==> config.mk <==
export PLATFORM = sky130hd
export DESIGN_NAME = wasm_fetch_decode
export DESIGN_NICKNAME = d
export VERILOG_FILES = /design/src/rtl/wasm_fetch_decode.sv
export SDC_FILE = /design/constraint.sdc
export NUM_CORES = 1
export LEC_CHECK = 0
export CORE_UTILIZATION = 51
export CTS_BUF_LIST = sky130_fd_sc_hd__clkbuf_16
export DETAILED_ROUTE_END_ITERATION = 6
export PLACE_DENSITY_LB_ADDON = 0.12
export RECOVER_POWER = 100
export SYNTH_ARGS = -nofsm -noshare
export SYNTH_HDL_FRONTEND = slang
export SYNTH_SLANG_ARGS = --single-unit
==> constraint.sdc <==
create_clock -name clk -period 4.65 [get_ports clk]
set_clock_uncertainty 0.2 [all_clocks]
set_input_delay 0.465 -clock clk [delete_from_list [all_inputs] [get_ports clk]]
set_output_delay 0.465 -clock clk [all_outputs]
set_load 0.02 [all_outputs]
==> src/rtl/wasm_fetch_decode.sv <==
// wasm_fetch_decode: fetches WASM code bytes one at a time from the loader's
// code memory, decodes opcode plus optional LEB128 immediate, and hands one
// decoded instruction per valid/ready handshake to the execute stage.
// Optional build macro: WASM_ILLEGAL_TRAP_EN (trap on unsupported opcodes).
module wasm_fetch_decode #(
    parameter int ADDR_W        = 32,
    parameter int MAX_LEB_BYTES = 5
) (
    input  logic              clk,
    input  logic              rst_n,
    input  logic              rom_mapped,
    input  logic [ADDR_W-1:0] first_instruction,
    output logic [ADDR_W-1:0] mem_addr,
    output logic              mem_read_en,
    input  logic [7:0]        mem_data_out,
    input  logic              mem_ready,
    output logic              instr_valid,
    input  logic              instr_ready,
    output logic [7:0]        instr_opcode,
    output logic [31:0]       instr_imm,
    output logic [ADDR_W-1:0] instr_pc,
    output logic [2:0]        instr_len,
    input  logic              redirect_valid,
    input  logic [ADDR_W-1:0] redirect_pc,
    output logic              trap,
    output logic              busy
);

    localparam int IDX_W = (MAX_LEB_BYTES > 1) ? $clog2(MAX_LEB_BYTES) : 1;

    // Opcodes followed by an unsigned LEB128 immediate (br, br_if, call, local/global ops).
    localparam int N_UIMM = 8;
    localparam logic [7:0] UIMM_OPS [N_UIMM] = '{
        8'h0C, 8'h0D, 8'h10, 8'h20, 8'h21, 8'h22, 8'h23, 8'h24
    };
    // i32.const carries a signed LEB128 immediate.
    localparam logic [7:0] OP_I32_CONST = 8'h41;

    typedef enum logic [2:0] {
        S_IDLE,
        S_FETCH_OP,
        S_FETCH_IMM,
        S_EMIT,
        S_TRAP
    } state_t;

    state_t             r_state;
    logic [ADDR_W-1:0]  r_pc;
    logic               r_mem_read_en;
    logic               r_instr_valid;
    logic               r_trap;
    logic [7:0]         r_opcode;
    logic [31:0]        r_imm;
    logic [ADDR_W-1:0]  r_instr_pc;
    logic [2:0]         r_len;
    logic [31:0]        r_acc;      // partial immediate being assembled
    logic [IDX_W-1:0]   r_leb_idx;  // index of the next immediate byte
    logic               r_signed;   // current immediate is signed LEB

    logic [N_UIMM-1:0]  w_uimm_hit;
    logic               w_needs_uimm;
    logic               w_needs_simm;
    logic [5:0]         w_shift;
    logic [5:0]         w_ext_shift;
    logic [31:0]        w_payload;
    logic [31:0]        w_acc_next;
    logic [31:0]        w_sign_mask;
    logic               w_sext;
    logic [31:0]        w_imm_final;
    logic               w_leb_last;
    logic               w_redirect;
    logic [ADDR_W-1:0]  w_pc_inc;

    // Opcode classification, one comparator per immediate-bearing opcode.
    generate
        for (genvar gi = 0; gi < N_UIMM; gi++) begin : g_uimm
            assign w_uimm_hit[gi] = (mem_data_out == UIMM_OPS[gi]);
        end
    endgenerate

    assign w_needs_uimm = |w_uimm_hit;
    assign w_needs_simm = (mem_data_out == OP_I32_CONST);

`ifdef WASM_ILLEGAL_TRAP_EN
    localparam int N_SUP = 19;
    localparam logic [7:0] SUP_OPS [N_SUP] = '{
        8'h00, 8'h01, 8'h0B, 8'h0C, 8'h0D, 8'h0F, 8'h10, 8'h1A, 8'h20, 8'h21,
        8'h22, 8'h23, 8'h24, 8'h41, 8'h45, 8'h46, 8'h6A, 8'h6B, 8'h6C
    };
    logic [N_SUP-1:0] w_sup_hit;
    logic             w_supported;

    // Supported-opcode lookup used to trap on anything outside the set.
    generate
        for (genvar gi = 0; gi < N_SUP; gi++) begin : g_sup
            assign w_sup_hit[gi] = (mem_data_out == SUP_OPS[gi]);
        end
    endgenerate

    assign w_supported = |w_sup_hit;
`endif

    // LEB128 accumulation: bits shifted past bit 31 (upper payload of the
    // 5th byte) fall off the 32-bit result instead of trapping.
    assign w_shift     = 6'(r_leb_idx) * 6'd7;
    assign w_ext_shift = w_shift + 6'd7;
    assign w_payload   = {25'd0, mem_data_out[6:0]} << w_shift;
    assign w_acc_next  = r_acc | w_payload;
    assign w_sign_mask = 32'hFFFF_FFFF << w_ext_shift;
    // Only a terminating byte that leaves the value short of 32 bits needs extension.
    assign w_sext      = r_signed && (r_leb_idx < IDX_W'(4)) && mem_data_out[6];
    assign w_imm_final = w_sext ? (w_acc_next | w_sign_mask) : w_acc_next;
    assign w_leb_last  = (r_leb_idx == IDX_W'(MAX_LEB_BYTES - 1));

    assign w_redirect  = redirect_valid &&
                         ((r_state == S_FETCH_OP) || (r_state == S_FETCH_IMM) ||
                          (r_state == S_EMIT));
    assign w_pc_inc    = r_pc + {{(ADDR_W-1){1'b0}}, 1'b1};

    // Main fetch/decode FSM with registered memory request and instruction outputs.
    always_ff @(posedge clk) begin
        if (!rst_n) begin
            r_state       <= S_IDLE;
            r_pc          <= '0;
            r_mem_read_en <= 1'b0;
            r_instr_valid <= 1'b0;
            r_trap        <= 1'b0;
            r_opcode      <= '0;
            r_imm         <= '0;
            r_instr_pc    <= '0;
            r_len         <= '0;
            r_acc         <= '0;
            r_leb_idx     <= '0;
            r_signed      <= 1'b0;
        end else if (w_redirect) begin
            // Redirect beats everything: any in-flight byte or pending
            // instruction is dropped and fetch restarts at the target.
            r_pc          <= redirect_pc;
            r_instr_valid <= 1'b0;
            r_mem_read_en <= 1'b0;
            r_acc         <= '0;
            r_leb_idx     <= '0;
            r_state       <= S_FETCH_OP;
        end else begin
            case (r_state)
                S_IDLE: begin
                    if (rom_mapped) begin
                        r_pc          <= first_instruction;
                        r_mem_read_en <= 1'b1;
                        r_state       <= S_FETCH_OP;
                    end
                end

                S_FETCH_OP: begin
                    if (!r_mem_read_en) begin
                        // Idle gap after the previous byte is over; request again.
                        r_mem_read_en <= 1'b1;
                    end else if (mem_ready) begin
                        r_mem_read_en <= 1'b0;
                        r_pc          <= w_pc_inc;
                        r_opcode      <= mem_data_out;
                        r_instr_pc    <= r_pc;
                        r_len         <= 3'd1;
                        r_acc         <= '0;
                        r_leb_idx     <= '0;
                        r_signed      <= w_needs_simm;
`ifdef WASM_ILLEGAL_TRAP_EN
                        if (!w_supported) begin
                            r_trap  <= 1'b1;
                            r_state <= S_TRAP;
                        end else
`endif
                        if (w_needs_uimm || w_needs_simm) begin
                            r_state <= S_FETCH_IMM;
                        end else begin
                            r_imm         <= '0;
                            r_instr_valid <= 1'b1;
                            r_state       <= S_EMIT;
                        end
                    end
                end

                S_FETCH_IMM: begin
                    if (!r_mem_read_en) begin
                        r_mem_read_en <= 1'b1;
                    end else if (mem_ready) begin
                        r_mem_read_en <= 1'b0;
                        r_pc          <= w_pc_inc;
                        r_len         <= r_len + 3'd1;
                        if (!mem_data_out[7]) begin
                            r_imm         <= w_imm_final;
                            r_instr_valid <= 1'b1;
                            r_state       <= S_EMIT;
                        end else if (w_leb_last) begin
                            // Continuation bit on the last permitted byte: malformed.
                            r_trap  <= 1'b1;
                            r_state <= S_TRAP;
                        end else begin
                            r_acc     <= w_acc_next;
                            r_leb_idx <= r_leb_idx + IDX_W'(1);
                        end
                    end
                end

                S_EMIT: begin
                    // Hold every field until execute takes the instruction.
                    if (instr_ready) begin
                        r_instr_valid <= 1'b0;
                        r_state       <= S_FETCH_OP;
                    end
                end

                S_TRAP: begin
                    r_trap        <= 1'b1;
                    r_mem_read_en <= 1'b0;
                    r_instr_valid <= 1'b0;
                end

                default: begin
                    r_state <= S_IDLE;
                end
            endcase
        end
    end

    assign mem_addr     = r_pc;
    assign mem_read_en  = r_mem_read_en;
    assign instr_valid  = r_instr_valid;
    assign instr_opcode = r_opcode;
    assign instr_imm    = r_imm;
    assign instr_pc     = r_instr_pc;
    assign instr_len    = r_len;
    assign trap         = r_trap;
    assign busy         = (r_state != S_IDLE) && (r_state != S_TRAP);

endmodule

==> flow_metrics.tcl, run 1 <==
set metrics [dict create \
    worstSetupEndpointType "flip-flop" \
    syn_area_per_cell_um2 7.84 \
    hold_buffers 0 \
    worst_pin_slew_ns 1.87 \
    use_met3_pct 6.45 \
    synth-main-ff-cell "dfxtp_1" \
    max_cap_viol_count 3 \
    grt_pass1_wl_mm 40.0 \
    cp-start-kind "flip-flop" \
    cts-resized-gates 0 \
    peakVddDrop_mv 0.319 \
    die_h_um 127 \
    power.leakage_nw 3.94 \
    synth_top_area_share_pct 37.1 \
    area_delta_synth_final_pct 30.8 \
    final_nets 1253 \
    synthArstFlopShare_pct 0 \
    rows 45 \
    io-pin-count 189 \
    finalHoldViolCount 0 \
    r2r_cells 6 \
    cts_buffers 17 \
    grt_max_degree 45 \
    use_met1_pct 47.5 \
    final_cell_mix "nand2_1 (168), dfxtp_1 (149), a21oi_1 (116)" \
    cts_tree "yes" \
    violations "max-capacitance violations, max-slew violations" \
    netlist_top_cells_area "dfxtp_1 (37%), nand2_1 (7.9%), a21oi_1 (7.2%), nor2_1 (3.6%), clkbuf_1 (2.8%)" \
    mostFrequentLayoutCell "nand2_1" \
    switchingPower_mw 1.17 \
    io_buffers 188 \
    synthAdderAreaFrac_pct 2.43 \
    ys_warn_count 0 \
    wl_per_cell_um 18.7 \
    slew_headroom_pct -24.9 \
    powerDensity_mw_per_mm2 350 \
    diodes 0 \
    clkTransAtPathRegs_ns 0.07 \
    arrival_ns 4.13 \
    clock-sinks 149 \
    fillers 1302 \
    drt-total-wl_mm 25.8 \
    tns_ns 0 \
    combPwrFrac_pct 20.7 \
    clock_latency_ns 0.43 \
    required_ns 4.81 \
    finish.utilization_pct 68.8 \
    seq_area_frac_synth_pct 37.1 \
    start_util_pct 52.6 \
    ys_types 79 \
    vias 8526 \
    synth_top_cell_by_area "dfxtp_1" \
    met2_usage_pct 45.9 \
    drtAntennaViolNets 0 \
    seq_power_share_pct 39.9 \
    drt_iter0_drc 819 \
    postCtsSetupBuffers 0 \
    globalplace.congestion 0.945 \
    rsz0062_at_grt "no" \
    worstSetupPathType "reg2reg" \
    cp_max_fo 17 \
    busiest_layer "met1" \
    internal_power_mw 2.51 \
    fp.dieArea_mm2 0.0163 \
    cts_root_buf "clkbuf_16" \
    layout-drive-gt1-share_pct 5.37 \
    cts_buffer_depth 2 \
    antenna_found_initial 0 \
    synth_seq_cells 149 \
    synth_xor_area_share_pct 2.18 \
    min_path_type "reg2reg" \
    synth-compound-area-share_pct 26.5 \
    synth_simple_gate_area_share_pct 23.1 \
    max_freq_ghz 0.252 \
    die_x_um 127 \
    synth_nets 1118 \
    first_pass_iters 5 \
    core_mm2 0.0153 \
    place_hpwl_mm 17.8 \
    switching_share_pct 31.7 \
    period_share_pct 85.5 \
    synth_mux_area_share_pct 2.27 \
    grt_pass1_vias 7337 \
    grt_overflow 0 \
    setup_violations 0 \
    pwr-share-clk_pct 39.5 \
    grt_use_total_pct 31.8 \
    drc 0 \
    hold_depth 2 \
    synth_edf_count 0 \
    synth_area_mm2 0.00803 \
    synthCells 1025 \
    synth_top_family_by_area "compound AO/OA/AOI/OAI gates" \
    maxSlewViolCount 56 \
    routed_via_density 6.16 \
    outcome "complete, but fails checks" \
    min_period_ns 3.98 \
    h-tree-depth 4 \
]
## final timing paths
path	from	end	slack (ns)
max	r_state[0]	mem_addr[3]	0.67
min	instr_imm[1]	instr_imm[1]	0.24
min reg2reg	instr_imm[1]	instr_imm[1]	0.24
max reg2reg	r_state[0]	mem_addr[3]	0.67
## logic make-up (layout without fill, tap and decap cells)
group | after synthesis | after routing
AOI/OAI and AO/OA | 308 | 308
muxes | 18 | 18
and+or+nand+nor | 394 | 394
xor gates and xnor gates | 20 | 20
buffers and inverters | 121 | 269
adders and majority gates | 15 | 15
DFF | 149 | 149
## registers in the layout (all words and copies together), names as in the netlist
name	flops
r_acc	32
instr_imm	32
mem_addr	32
mem_read_en	1
r_state	3
instr_pc	32
r_leb_idx	3
trap	1
instr_opcode	8
instr_len	3
r_signed	1
instr_valid	1
## cells in the mapped netlist, types with 8 or more instances
cell,instances
nand2_1,168
dfxtp_1,149
a21oi_1,116
nor2_1,76
clkbuf_1,59
nand3_1,33
inv_1,29
a22oi_1,26
nor3_1,26
o21ai_0,23
buf_2,22
o32ai_1,19
o221ai_1,18
mux2i_1,16
ha_1,14
nor2b_1,14
a32o_1,13
nor4_1,12
xor2_1,11
a311o_1,9
xnor2_1,9
a31oi_1,8
and2_1,8
nand4_1,8
o31ai_1,8
o41ai_1,8
## critical path: stages, from the launching register on
cell	delay (ns)
dfxtp_1	0.71
xnor2_1	0.24
clkbuf_1	0.30
nor3_1	1.25
o21ai_0	0.64
a211o_1	0.38
a31oi_1	0.15
## through the flow
stage	power [mW]	std cells	hold slack, ns	area [µm²]	setup slack (ns)
after floorplan	1.94	1025	0.232	8030	0.965
after global placement	2.26	1352	0.233	9930	1.11
after detailed placement	2.27	1352	0.241	9930	1.08
after CTS	3.71	1384	0.232	10500	0.973
after global routing	3.82	1384	0.235	10500	0.398
final	3.68	1384	0.244	10500	0.675
## layout make-up
| type | count | area, µm² | share of cell area [%] |
|---|---|---|---|
| sequential | 149 | 2980 | 28.4 |
| tap | 211 | 264 | 2.51 |
| multi-input combinational | 755 | 4520 | 43.0 |
| clock inverter | 15 | 195 | 1.86 |
| timing repair buffer | 207 | 2010 | 19.1 |
| inverter | 30 | 113 | 1.07 |
| clock buffer | 17 | 425 | 4.05 |
## per-layer routing
layer | vias up | wire, µm
met5 | - | 0
met4 | 0 | 365
met3 | 28 | 2400
met2 | 430 | 11200
met1 | 4058 | 11900
li1 | 4010 | -
## power groups by stage
stage	logic, mW	clock network (mW)	registers (mW)
finish	0.761	1.45	1.47
detailed placement	0.774	0	1.49
floorplan	0.428	0	1.51
global placement	0.768	0	1.49
global route	0.822	1.52	1.48
CTS	0.781	1.46	1.47
Power figures use the tool's default switching activity.
==> run 2, diff against run 1 <==
CTS_CLUSTER_SIZE = 14   (was unset)
==> results of run 2 <==
Same layout as run 1: the final DEF is identical, and so are final timing and power.
